File: config.mk
export PLATFORM = sky130hd
export DESIGN_NAME = ldpc_3gpp_enc_reg_ctrl
export DESIGN_NICKNAME = d
export VERILOG_FILES = /design/src/rtl/ldpc_3gpp_enc_reg_ctrl_pkg.sv /design/src/rtl/ldpc_3gpp_enc_reg_burst_cnt.sv /design/src/rtl/ldpc_3gpp_enc_reg_ctrl.sv
export SDC_FILE = /design/constraint.sdc
export NUM_CORES = 1
export LEC_CHECK = 0
export CAP_MARGIN = 20
export CORE_UTILIZATION = 35
export DETAILED_ROUTE_END_ITERATION = 16
export HOLD_SLACK_MARGIN = 0.03
export SLEW_MARGIN = 20
export SYNTH_ARGS = -nofsm -noshare
export SYNTH_HDL_FRONTEND = slang
export SYNTH_HIERARCHICAL = 1
export SYNTH_SLANG_ARGS = --single-unit
File: constraint.sdc
create_clock -name iclk -period 1.97 [get_ports iclk]
set_input_delay 0.394 -clock iclk [delete_from_list [all_inputs] [get_ports iclk]]
set_output_delay 0.394 -clock iclk [all_outputs]
set_load 0.03 [all_outputs]
File: src/rtl/ldpc_3gpp_enc_reg_ctrl_pkg.sv
// Shared types for the matrix-register sequencer: FSM states and the burst length type.
package ldpc_3gpp_enc_reg_ctrl_pkg;

  typedef enum logic [1:0] {IDLE, WBURST, RBURST, GAP} state_t;

  localparam int cADDR_W = 8;
  typedef logic [cADDR_W-1:0] len_t;

  function automatic logic in_burst(input state_t s);
    return (s == WBURST) || (s == RBURST);
  endfunction

endpackage

File: src/rtl/ldpc_3gpp_enc_reg_burst_cnt.sv
// Loadable down-counter shared by write and read bursts; last is high when the count is zero.
module ldpc_3gpp_enc_reg_burst_cnt #(
  parameter int pADDR_W = 8
) (
  input  logic               clk,
  input  logic               rst_n,
  input  logic               ena,
  input  logic               load,
  input  logic [pADDR_W-1:0] load_val,
  input  logic               dec,
  output logic               last
);

  logic [pADDR_W-1:0] cnt;

  // Saturates at zero so the tail cycle of a burst cannot wrap the count.
  always_ff @(posedge clk or negedge rst_n) begin
    if (!rst_n) begin
      cnt <= '0;
    end else if (ena) begin
      if (load) begin
        cnt <= load_val;
      end else if (dec && (cnt != '0)) begin
        cnt <= cnt - pADDR_W'(1);
      end
    end
  end

  assign last = (cnt == '0);

endmodule

File: src/rtl/ldpc_3gpp_enc_reg_ctrl.sv
// Arbiter/sequencer for the encoder's single-port matrix register: one writer, one reader,
// single-buffer full flag, registered burst strobes.
module ldpc_3gpp_enc_reg_ctrl
  import ldpc_3gpp_enc_reg_ctrl_pkg::*;
#(
  parameter int pADDR_W = cADDR_W,
  parameter int pGAP    = 1
) (
  input  logic               iclk,
  input  logic               ireset_n,
  input  logic               iclkena,
  input  logic [pADDR_W-1:0] ilen_m1,
  input  logic               iwreq,
  output logic               owgnt,
  output logic               owrdy,
  input  logic               iwabort,
  input  logic               irreq,
  input  logic               irrel,
  output logic               orgnt,
  output logic               ofull,
  output logic               obusy,
  output logic               oreg_write,
  output logic               oreg_wstart,
  output logic               oreg_read,
  output logic               oreg_rstart,
  output logic               owdone,
  output logic               ordone
);

  localparam logic [1:0] GAP_M1 = (pGAP > 0) ? 2'(pGAP - 1) : 2'd0;
  localparam state_t     POST   = (pGAP > 0) ? GAP : IDLE;

  state_t     state;
  logic       full;
  logic       rel;
  logic       first;
  logic       tail;
  logic [1:0] gap_cnt;

  logic grant_w;
  logic grant_r;
  logic cnt_load;
  logic cnt_dec;
  logic cnt_last;

  // The full flag alone decides which side may be granted, so the two never collide.
  assign grant_w  = (state == IDLE) && !full && iwreq;
  assign grant_r  = (state == IDLE) && full && irreq;
  assign cnt_load = grant_w || grant_r;
  assign cnt_dec  = in_burst(state) && !tail && !((state == WBURST) && iwabort);

  ldpc_3gpp_enc_reg_burst_cnt #(
    .pADDR_W (pADDR_W)
  ) u_cnt (
    .clk      (iclk),
    .rst_n    (ireset_n),
    .ena      (iclkena),
    .load     (cnt_load),
    .load_val (ilen_m1),
    .dec      (cnt_dec),
    .last     (cnt_last)
  );

  // Strobe cycles run while tail is low; the extra tail cycle issues the done pulse.
  always_ff @(posedge iclk or negedge ireset_n) begin
    if (!ireset_n) begin
      state       <= IDLE;
      full        <= 1'b0;
      rel         <= 1'b0;
      first       <= 1'b0;
      tail        <= 1'b0;
      gap_cnt     <= 2'd0;
      owgnt       <= 1'b0;
      orgnt       <= 1'b0;
      owrdy       <= 1'b0;
      oreg_write  <= 1'b0;
      oreg_wstart <= 1'b0;
      oreg_read   <= 1'b0;
      oreg_rstart <= 1'b0;
      owdone      <= 1'b0;
      ordone      <= 1'b0;
    end else if (iclkena) begin
      owgnt       <= 1'b0;
      orgnt       <= 1'b0;
      owrdy       <= 1'b0;
      oreg_write  <= 1'b0;
      oreg_wstart <= 1'b0;
      oreg_read   <= 1'b0;
      oreg_rstart <= 1'b0;
      owdone      <= 1'b0;
      ordone      <= 1'b0;
      case (state)
        IDLE: begin
          if (grant_w) begin
            owgnt <= 1'b1;
            first <= 1'b1;
            tail  <= 1'b0;
            state <= WBURST;
          end else if (grant_r) begin
            orgnt <= 1'b1;
            rel   <= irrel;
            first <= 1'b1;
            tail  <= 1'b0;
            state <= RBURST;
          end
        end
        WBURST: begin
          if (iwabort) begin
            gap_cnt <= 2'd0;
            state   <= POST;
          end else if (!tail) begin
            oreg_write  <= 1'b1;
            owrdy       <= 1'b1;
            oreg_wstart <= first;
            first       <= 1'b0;
            tail        <= cnt_last;
          end else begin
            owdone  <= 1'b1;
            full    <= 1'b1;
            gap_cnt <= 2'd0;
            state   <= POST;
          end
        end
        RBURST: begin
          if (!tail) begin
            oreg_read   <= 1'b1;
            oreg_rstart <= first;
            first       <= 1'b0;
            tail        <= cnt_last;
          end else begin
            ordone  <= 1'b1;
            full    <= ~rel;
            gap_cnt <= 2'd0;
            state   <= POST;
          end
        end
        GAP: begin
          if (gap_cnt == GAP_M1) begin
            state <= IDLE;
          end else begin
            gap_cnt <= gap_cnt + 2'd1;
          end
        end
        default: state <= IDLE;
      endcase
    end
  end

  assign ofull = full;
  assign obusy = (state != IDLE);

  a_rw_excl: assert property (@(posedge iclk) disable iff (!ireset_n) !(oreg_write && oreg_read));

endmodule

# --- Yosys cells after proc, flatten, opt, wreduce, memory -nomap -nowiden ---
# Index checks and enable logic that the tools add are counted.
totals:
  register_bits: 24
  inputBits: 15
  elab_cells: 99
classes:
  add_sub_neg: 2
  n_eq_ne: 9
  n_mux: 43
  n_bitwise: 2
  n_reduce_logical: 28
op_table:
  columns: ["cell", "count"]
  rows:
  - ["two-way mux 1 bit", 28]
  - ["two-way mux 2 bit", 8]
  - ["two-way mux 8 bit", 2]
  - ["!= test 2 bit (second input constant)", 5]
  - ["logical AND 1 bit", 8]
  - ["logical NOT 8 bit", 1]
  - ["one-hot mux 2 bit (4 select lines)", 1]
  - ["AND reduction 4 bit", 2]
  - ["nonzero test 8 bit", 1]
  - ["subtractor 8 x 1 -> 8 bit (second input constant)", 1]
  - ["one-hot mux 1 bit (3 select lines)", 2]
  - ["one-hot mux 2 bit (3 select lines)", 1]
  - ["AND reduction 3 bit", 2]
  - ["nonzero test 2 bit", 3]
  - ["nonzero test 3 bit", 2]
  - ["AND reduction 5 bit", 1]
  - ["equality test 2 bit (second input constant)", 2]
  - ["logical NOT 2 bit", 2]
  - ["logical NOT 1 bit", 3]
  - ["!= test 3 bit (second input constant)", 1]
  - ["adder 2 x 1 -> 2 bit (second input constant)", 1]
  - ["equality test 2 x 1 -> 1 bit (second input constant)", 1]
  - ["logical OR 1 bit", 2]
  - ["NOT 1 bit", 2]
  - ["2 further kinds", 2]

# --- Logic depth before layout (Yosys ltp) ---
# Gate-level depths: netlist of run 1.
logic_depth:
  depth_word: 7
  depth_mapped: 8

# --- Cells and area by module ---
# Netlist of run 1, hierarchy kept.
by_module_without_submodules:
  columns: ["module", "n_inst", "cells_per_inst", "area_per_inst_um2", "seq_area_each_um2"]
  rows:
  - ["ldpc_3gpp_enc_reg_ctrl", 1, 86, 890.9, 400.4]
  - ["ldpc_3gpp_enc_reg_burst_cnt", 1, 68, 619.3, 200.2]

# --- Worst setup path before layout of run 1 ---
# Ideal clock, no wire load.
synth_timing:
  kind: "register to register"
  startpoint: "register state[0]"
  endpoint: "register u_cnt.cnt[0]"
  arrival_time_ns: 1.916
  path_slack_ns: -0.015
  stages_incl_launch_ff: 9
  synth_period_minus_slack_ns: 1.985
  path_cell_list: "dfrtp_1 -> inv_1 -> ha_1 -> inv_1 -> nor2_1 -> buf_1 -> nor2_1 -> mux2_4 -> nor2_2"
synth_rtl:
  columns: ["element", "line_no", "rtl"]
  rows:
  - ["start: declaration", "ldpc_3gpp_enc_reg_ctrl.sv:33", "state_t state;"]
  - ["start signal: assignment", "ldpc_3gpp_enc_reg_ctrl.sv:67", "state <= IDLE;"]
  - ["start signal: assignment", "ldpc_3gpp_enc_reg_ctrl.sv:98", "state <= WBURST;"]
  - ["start signal: assignment", "ldpc_3gpp_enc_reg_ctrl.sv:104", "state <= RBURST;"]
  - ["logical NOT 2 bit *", "ldpc_3gpp_enc_reg_ctrl.sv:47, ldpc_3gpp_enc_reg_ctrl.sv:48", null]
  - ["logical AND 1 bit, on equally long branches (2 in series)", "ldpc_3gpp_enc_reg_ctrl.sv:47, ldpc_3gpp_enc_reg_ctrl.sv:48", null]
  - ["logical OR 1 bit *", "ldpc_3gpp_enc_reg_ctrl.sv:49", "assign cnt_load = grant_w || grant_r;"]
  - ["net cnt_load", "ldpc_3gpp_enc_reg_ctrl.sv:42", "logic cnt_load;"]
  - ["nonzero test 2 bit (no line)", null, null]
  - ["AND reduction 2 bit (no line)", null, null]
  - ["end signal: assignment", "ldpc_3gpp_enc_reg_burst_cnt.sv:22", "cnt <= load_val;"]
  - ["end signal: assignment", "ldpc_3gpp_enc_reg_burst_cnt.sv:24", "cnt <= cnt - pADDR_W'(1);"]
  - ["end: declaration", "ldpc_3gpp_enc_reg_burst_cnt.sv:14", "logic [pADDR_W-1:0] cnt;"]
# Mark *: on every way through the listed nets, which the timed path passes. The rest lies on a longest branch.
# A chain may end at the register's enable or synchronous reset.

# --- Worst setup path in the final report of run 1 ---
layout_timing:
  startpoint: "register u_cnt.cnt[1]"
  endpoint: "register u_cnt.cnt[0]"
layout_between:
  elab_chain_len: 4
layout_lines:
  columns: ["element", "line_no", "rtl"]
  rows:
  - ["nonzero test 8 bit", "ldpc_3gpp_enc_reg_burst_cnt.sv:23", "end else if (dec && (cnt != '0)) begin"]
  - ["logical AND 1 bit", "ldpc_3gpp_enc_reg_burst_cnt.sv:23", null]
  - ["nonzero test 2 bit (no line)", null, null]
  - ["AND reduction 2 bit (no line)", null, null]
# No other way between the ends.

==> qor.csv, run 1 <==
stage;metric;value;unit
layout;Filler Cell Count;387;
route;Vias/cell;5.41;
pwr;Tot Pwr;2.86;mW
floorplanning;initial core utilization;37.2;%
layout;final std cells w/o fill;249;
layout;synthesis-to-finish area growth;35.0;%
clock_network;Inserted Clock Buffers;3;
setup_path;crit end category;register;
min_path;Hold/Removal Path Class;reg -> reg;
status;violated checks;setup timing;
timing;relative slew slack;66.2;%
pwr;Pleak;0.877;nW
synth;Cells after Synth;154;
timing;final clock skew;2.75;ps
synth;Yosys top cell by area;dfrtp_1;
clock_network;hold buffers post-CTS;0;
placed_design;gpl congestion;0.842;
placed_design;port bufs;25;
synth;Post-synth EDFFs;0;
synth;ys async rst share;100;%
floorplanning;Die Area;4580;sq um
layout;Largest Register;u_cnt/cnt;
synth;Post-synth top flop;dfrtp_1;
floorplanning;die width;67.7;microns
floorplanning;FP Rows;23;
pwr;Max VDD drop;0.524;mV
clock_network;clk buf depth;2;
floorplanning;Core Box Area;4060;sq um
route;Routed Wire Length;3570;microns
timing;Final min period;2010;ps
timing;final hold vios;0;
timing;period utilization;102;%
layout;Finished Cell Area;2040;sq um
clock_network;TritonCTS clock tree;built;
synth;yosys warns;6;
synth;Area contributors post-synth;dfrtp_1 40%, ha_1 6.6%, inv_1 4.2%;
synth;register area share after synthesis;39.8;%
setup_path;CP Max Fanout;5;
layout;ANT cells;0;
global_routing;global-route wire length before repair;6120;microns
timing;worst setup margin;-35.8;ps
timing;Peak Freq;0.499;GHz
floorplanning;die height;67.7;microns
timing;actual slew at the worst max-slew pin;506;ps
global_routing;largest net degree at the start of global routing;30;
route;via count;1348;
clock_network;CTS H-tree lvls;1;
placed_design;dpl hpwl;2680;microns
route;DRC viols;0;
timing;Slew Limit Fails;0;
floorplanning;total I/O pin count;26;
setup_path;worst path arrival time;2210;ps
synth;Mean Syn Cell Area;9.81;sq um
synth;Cell Area, Synth;1510;sq um
layout;Regs by FF count;u_cnt/cnt (8), gap_cnt (2), state (2);
flow_run;max-cap violations;0;
setup_path;Req. time, crit path;2170;ps
status;status;finished, violations left;
route;Avg WL per Cell;14.4;microns
synth;most common cell in the netlist;dfrtp_1;
global_routing;initial antenna violation count;0;
synth;list of most frequent post-synthesis cells;24 x dfrtp_1, 17 x inv_1, 10 x nand2_1;
synth;synthesized flop and latch total;24;
global_routing;aggregate global routing overflow;0;
timing;WHS;484;ps
layout;share of layout cells above drive strength 1;25.1;%
layout;max FFs per register;8;
clock_network;later-pin clock latency in the skew report;260;ps
setup_path;WS Path Type;reg -> reg;
global_routing;GRT Total Usage;17.4;%
synth;post-synth top area share;39.8;%
route;DR pass1 iterations;4;
synth;Cell variety after synth;59;
clock_network;Clock Root Buffer;clkbuf_8;
setup_path;Startpoint Class;register;
route;Detail Route Antenna Nets;0;
route;drt initial violations;67;
pwr;PwrDens;1400;nW/um^2
layout;final net count;223;
timing;Fin Setup TNS;-81.6;ps
global_routing;vias in the first global route;1422;
synth;Net Count, Synth;177;
timing;RSZ-0062 raised after global routing;true;
clock_network;Clock Sinks;24;
placed_design;placed cells;242;
placed_design;DP Area;1940;sq um
timing;endpoints failing setup;4;
clock_network;Clock transition at path regs;90;ps
==> metal layers <==
layer	up-vias	wire length, microns	global-route usage [%]
li1	668	-	-
met1	645	1590	20.5
met2	33	1840	32.9
met3	2	124	2.36
met4	0	18	3.72
met5	-	0	0
==> worst paths after layout <==
path | cells after the start | start | to | slack, ps
max | 6 | u_cnt/cnt[1] | u_cnt/cnt[0] | -40
min reg2reg | 1 | gap_cnt[0] | gap_cnt[0] | 480
max in group asynchronous | 2 | ireset_n | first | 1240
max reg2reg | 6 | u_cnt/cnt[1] | u_cnt/cnt[0] | -40
min | 1 | gap_cnt[0] | gap_cnt[0] | 480
min in group asynchronous | 2 | ireset_n | state[1] | 500
==> layout make-up <==
cell class	count	area [sq um]	area share, %
clock buffer	4	55.1	2.70
inverter	17	63.8	3.13
multi-input combinational	108	851	41.7
sequential	24	601	29.5
tap	50	62.6	3.07
timing repair buffer	46	405	19.9
==> through the flow <==
step	worst slack, ps	utilization [%]
detailed placement	-15.6	47.7
finish	-35.8	50.2
floorplan	30.8	-
CTS	-6.63	49.1
global route	-98.3	50.2
global placement	2.18	47.7
==> worst max-delay path: stages (launching register included) <==
cell and delay (ps):
dfrtp_1 410, inv_2 60, ha_1 120, or4b_4 480
o41a_4 480, mux2_4 310, nor2_2 70
==> cells by family (layout without fill, tap and decap cells) <==
group,after synthesis,count (layout),share of synthesized area [%]
buf+inv,23,67,5.96
simple gates,49,49,18.4
flops,24,24,39.8
compound gates,44,45,24.5
fa+ha+maj,8,8,6.63
mux,6,6,4.72
==> power by group <==
group | switching, mW | internal, mW
registers | 0.180 | 0.658
clock network | 0.157 | 0.178
logic | 0.839 | 0.848
==> repair_timing <==
action                                  CTS  global route
endpoints found under the setup margin    1             9
resized for setup                         0             7
gates cloned                              0             1
setup buffers                             0             2
pin swaps                                 0             5
==> placed cells by master, fill, tap and decap left out, types with 3 or more instances in the layout <==
master           instances
nor2_1                   8
o21ai_0                  5
clkbuf_8                 4
dfrtp_1                 24
and3_1                   4
buf_4                   22
nand2_1                 10
ha_1                     8
clkdlybuf4s50_1         24
nand2b_1                 3
nor2b_1                  5
inv_1                   15
nand3_1                  4
o22ai_1                  4
(Power assumes the default switching activity.)
==> inputs of run 2 (changes only) <==
CORE_ASPECT_RATIO = 1.25   (was unset)
CTS_CLUSTER_DIAMETER = 30   (was unset)
==> run 2 against run 1 <==
Compared with the run above: the flow still finishes with violations (setup timing); via count rose by 4.2%; cell count rose by 3.6%; combinational power rose by 5%; worst setup slack improved by 25 ps; die area barely moved; first-iteration DRC count fell by 24%; fmax rose by 1.3%; sequential share of layout area fell by 0.74 points; non-clock buffer count rose by 3; hold slack barely moved; count of clock-buffer cells in the layout fell by 1; sequential power fell by 1%.
==> qor.csv, run 2 (synthesis results as in run 1) <==
stage;metric;value;unit
status;status;finished, violations left;
status;violated checks;setup timing;
setup_path;worst path arrival time;2190;ps
placed_design;gpl congestion;0.864;
global_routing;GRT Total Usage;18.7;%
layout;synthesis-to-finish area growth;38.4;%
setup_path;CP Max Fanout;5;
global_routing;vias in the first global route;1423;
timing;Peak Freq;0.505;GHz
setup_path;Startpoint Class;register;
clock_network;later-pin clock latency in the skew report;270;ps
floorplanning;die width;60.8;microns
pwr;switching power total;1.22;mW
pwr;Comb pwr share;58.3;%
setup_path;CP max-delay cell;or4b_4;
setup_path;Max stage delay on crit path;480;ps
flow_run;max-cap violations;0;
global_routing;global-route wire length before repair;6330;microns
placed_design;port bufs;25;
pwr;Clk pwr share;14.4;%
timing;final hold vios;0;
timing;period utilization;101;%
clock_network;Clock transition at path regs;90;ps
clock_network;Inserted Clock Buffers;3;
setup_path;crit-path cells;inv_2 > ha_1 > or4b_4 > o41a_4 > mux2_4 > nor2_2;
timing;worst setup margin;-10.6;ps
min_path;HP Start;gap_cnt[0];
setup_path;Req. time, crit path;2180;ps
placed_design;dpl hpwl;2910;microns
floorplanning;initial core utilization;36.8;%
global_routing;aggregate global routing overflow;0;
pwr;Max VDD drop;0.596;mV
floorplanning;die height;75.4;microns
layout;Largest Register;u_cnt/cnt;
layout;ANT cells;0;
timing;Slew Limit Fails;0;
route;DRC viols;0;
min_path;Hold/Removal Path Class;reg -> reg;
clock_network;clk buf depth;2;
route;drt initial violations;51;
layout;final core occ;51.0;%
pwr;Pint;1.82;mW
timing;Fin Setup TNS;-10.6;ps
layout;max FFs per register;8;
placed_design;placed cells;252;
layout;Regs by FF count;u_cnt/cnt (8), gap_cnt (2), state (2);
layout;final net count;226;
layout;commonest non-fill, non-tap cells in the layout;24 x dfrtp_1, 24 x clkdlybuf4s50_1, 24 x buf_4;
route;Detail Route Antenna Nets;0;
route;Vias/cell;5.45;
pwr;PwrDens;1450;nW/um^2
pwr;Pleak;0.903;nW
pwr;switch share;40.1;%
timing;RSZ-0062 raised after global routing;true;
clock_network;TritonCTS clock tree;built;
floorplanning;total I/O pin count;26;
route;via count;1405;
clock_network;CTS H-tree lvls;1;
route;Routed Wire Length;3860;microns
floorplanning;Die Area;4580;sq um
clock_network;hold buffers post-CTS;0;
timing;actual slew at the worst max-slew pin;490;ps
setup_path;worst setup path start;u_cnt/cnt[0];
floorplanning;FP Rows;26;
setup_path;RR Startpoint;u_cnt/cnt[0];
timing;Final min period;1980;ps
layout;share of layout cells above drive strength 1;26.2;%
setup_path;WS Path Type;reg -> reg;
timing;endpoints failing setup;1;
route;Avg WL per Cell;15.0;microns
global_routing;initial antenna violation count;0;
setup_path;crit end category;register;
layout;final std cells w/o fill;258;
pwr;Seq pwr share;27.3;%
timing;final clock skew;3.57;ps
global_routing;largest net degree at the start of global routing;25;
floorplanning;Core Box Area;4100;sq um
clock_network;Clock Root Buffer;clkbuf_8;
route;DR pass1 iterations;4;
timing;relative slew slack;67.3;%
clock_network;Clock Sinks;24;
run 2: path summary, 6_finish.rpt:
kind / endpoint / slack, ps / cells past startpoint
setup / recovery: u_cnt/cnt[0] / -10 / 6
hold / removal: gap_cnt[0] / 480 / 1
setup reg to reg: u_cnt/cnt[0] / -10 / 6
hold reg to reg: gap_cnt[0] / 480 / 1
max in group asynchronous: u_cnt/cnt[2] / 1230 / 2
min in group asynchronous: owdone / 490 / 2
run 2: layer usage:
metal | routed length [microns] | GRT usage, %
met1 | 1600 | 20.6
met2 | 2050 | 35.9
met3 | 111 | 2.04
met4 | 102 | 7.83
met5 | 0 | 0
run 2: power groups by stage:
stage	clock network [mW]	registers, mW	logic, mW
after floorplan	0	0.885	0.986
after global placement	0	0.816	1.63
final	0.436	0.829	1.77
after CTS	0.450	0.824	1.73
after global routing	0.467	0.852	1.93
after detailed placement	0	0.827	1.67
run 2: worst max-delay path, delay by kind of cell, from the launching register on:
family                     cells  cell delay [ps]
muxes                          1              310
adders and majority gates      1              130
AOI/OAI and AO/OA              1              410
DFF                            1              410
buffers and inverters          1               70
and+or+nand+nor                2              580
run 2: timing repair:
| item | 4_1_cts | 5_1_grt |
|---|---|---|
| gates cloned | 1 | 0 |
| setup endpoints to repair | 3 | 10 |
| setup buffers | 0 | 1 |
| pin swaps | 0 | 0 |
| resized for setup | 3 | 8 |
run 2: layout make-up:
| type | instances | area (sq um) |
|---|---|---|
| clock buffers | 3 | 41.3 |
| inverters | 17 | 63.8 |
| flip-flops and latches | 24 | 601 |
| repair buffers | 49 | 425 |
| well taps | 56 | 70.1 |
| clock inverters | 1 | 30.0 |
| fillers | 417 | 2010 |
| multi-input cells | 108 | 860 |
run 2: through the flow:
step	cell area (sq um)	power [mW]	setup WS (ps)	hold slack [ps]
after detailed placement	1980	2.50	-16.7	466
after global placement	1980	2.44	9.43	461
after CTS	2070	3.01	-15.3	486
after global routing	2090	3.25	-56.4	514
after floorplan	1510	1.87	30.8	98.4
final	2090	3.04	-10.6	484
==> inputs of run 3 (changes only) <==
CORE_MARGIN = 10   (was unset)
==> run 3 against run 2 <==
Compared with the run above: the flow still finishes with violations (setup timing); sequential power grew 2%; cell count grew 0.39%; cell area grew 0.90%; register-to-register slack is essentially flat; count of clock-buffer cells in the layout grew 1; critical path type unchanged; critical endpoint unchanged; largest power group unchanged.
==> qor.csv, run 3 (synthesis results as in run 1) <==
stage;metric;value;unit
status;status;finished, violations left;
status;violated checks;setup timing;
setup_path;Top delay family on crit path;simple AND/OR/NAND/NOR gates;
layout;Regs by FF count;u_cnt/cnt (8), gap_cnt (2), state (2);
timing;Final min period;1980;ps
global_routing;global-route wire length before repair;7070;microns
layout;commonest non-fill, non-tap cell in the layout;buf_4;
timing;actual slew at the worst max-slew pin;608;ps
layout;synthesis-to-finish area growth;39.7;%
timing;final clock skew;1.11;ps
layout;final core occ;51.1;%
timing;Peak Freq;0.506;GHz
layout;max FFs per register;8;
floorplanning;die width;78.8;microns
clock_network;clk buf depth;2;
layout;commonest non-fill, non-tap cells in the layout;26 x buf_4, 24 x dfrtp_1, 24 x clkdlybuf4s50_1;
clock_network;Clock Root Buffer;clkbuf_8;
setup_path;Max stage delay on crit path;510;ps
setup_path;CP max-delay cell;or4b_4;
layout;Finished Cell Area;2110;sq um
clock_network;TritonCTS clock tree;built;
route;Detail Route Antenna Nets;0;
global_routing;aggregate global routing overflow;0;
clock_network;Clock transition at path regs;90;ps
timing;worst setup margin;-6.96;ps
timing;period utilization;100;%
timing;relative slew slack;59.4;%
clock_network;Clock Sinks;24;
floorplanning;die height;93.4;microns
clock_network;CTS H-tree lvls;1;
route;Vias/cell;5.33;
timing;Slew Limit Fails;0;
route;DR pass1 iterations;4;
global_routing;vias in the first global route;1426;
timing;final hold vios;0;
global_routing;GRT Total Usage;11.7;%
route;drt initial violations;86;
placed_design;dpl hpwl;3160;microns
pwr;Tot Pwr;3.07;mW
floorplanning;FP Rows;26;
timing;endpoints failing setup;2;
placed_design;pre-CTS setup slack;-75.6;ps
setup_path;reg-to-reg slack, setup;-7;ps
floorplanning;initial core utilization;36.6;%
pwr;Pleak;0.900;nW
placed_design;gpl congestion;0.827;
setup_path;Buffers & Inverters on Critical Path;1;
route;DRC viols;0;
global_routing;initial antenna violation count;0;
pwr;PwrDens;1460;nW/um^2
floorplanning;Die Area;7360;sq um
flow_run;max-cap violations;0;
route;Routed Wire Length;4160;microns
setup_path;worst path arrival time;2190;ps
clock_network;later-pin clock latency in the skew report;270;ps
setup_path;crit-path cells;inv_2 > ha_1 > or4b_4 > o41a_4 > mux2_4 > nor2_4;
min_path;Hold/Removal Path Class;in -> async;
setup_path;WS Path Type;reg -> reg;
floorplanning;total I/O pin count;26;
setup_path;Req. time, crit path;2180;ps
layout;ANT cells;0;
placed_design;port bufs;25;
setup_path;crit end category;register;
setup_path;CP Max Fanout;5;
layout;final net count;227;
layout;share of layout cells above drive strength 1;26.6;%
layout;Largest Register;u_cnt/cnt;
clock_network;hold buffers post-CTS;0;
floorplanning;Core Box Area;4130;sq um
route;via count;1380;
clock_network;Inserted Clock Buffers;3;
timing;RSZ-0062 raised after global routing;true;
setup_path;Startpoint Class;register;
global_routing;largest net degree at the start of global routing;25;
placed_design;DP Area;1970;sq um
pwr;Max VDD drop;0.670;mV
route;Avg WL per Cell;16.1;microns
[run 3: final timing paths]
| check | startpoint | end | cells past startpoint |
|---|---|---|---|
| worst max-delay path | u_cnt/cnt[1] | u_cnt/cnt[0] | 6 |
| worst min-delay path | ireset_n | owgnt | 2 |
| worst max register to register | u_cnt/cnt[1] | u_cnt/cnt[0] | 6 |
| max in group asynchronous | ireset_n | u_cnt/cnt[1] | 2 |
| min in group iclk | owdone | owdone | 1 |
| worst min register to register | owdone | owdone | 1 |
[run 3: cell type report]
class	instances	area, sq um
clock buffer	4	55.1
fill	388	2020
multi-input combinational	108	885
sequential	24	601
tap	56	70.1
timing repair buffer	50	435
inverter	17	63.8
[run 3: repair_timing]
item                                    CTS  global route
resized for setup                         0            10
setup buffers                             1             2
endpoints found under the setup margin    2             9
pin swaps                                 1             3
cloned                                    1             0
[run 3: per-layer routing]
| layer | GRT usage, % | part of all wire (%) | up-vias | routed length (microns) |
|---|---|---|---|---|
| met3 | 1.72 | 2.9 | 2 | 119 |
| met5 | 0 | 0 | - | 0 |
| li1 | - | - | 674 | - |
| met1 | 12.9 | 42 | 677 | 1750 |
| met4 | 4.04 | 0.48 | 0 | 20 |
| met2 | 22.0 | 55 | 27 | 2270 |
[run 3: stage by stage]
| step | hold WS [ps] | std cells | TNS (ps) |
|---|---|---|---|
| 2_1_floorplan | 98.4 | 154 | 0 |
| 3_3_place_gp | 461 | 251 | 0 |
| 3_5_place_dp | 467 | 251 | -94.6 |
| 4_1_cts | 488 | 257 | 0 |
| 5_1_grt | 501 | 259 | -526 |
| 6_report | 480 | 259 | -9.35 |
[run 3: power by group]
group / internal (mW) / switching (mW)
Sequential: 0.658 / 0.189
Combinational: 0.940 / 0.942
Clock: 0.179 / 0.167
[run 3: worst register-to-register path: cells and delay by family, from the launching register on]
kind / cells / cell delay, ps
mux: 1 / 330
buf+inv: 1 / 60
flops: 1 / 400
fa+ha+maj: 1 / 120
compound gates: 1 / 430
simple gates: 2 / 580
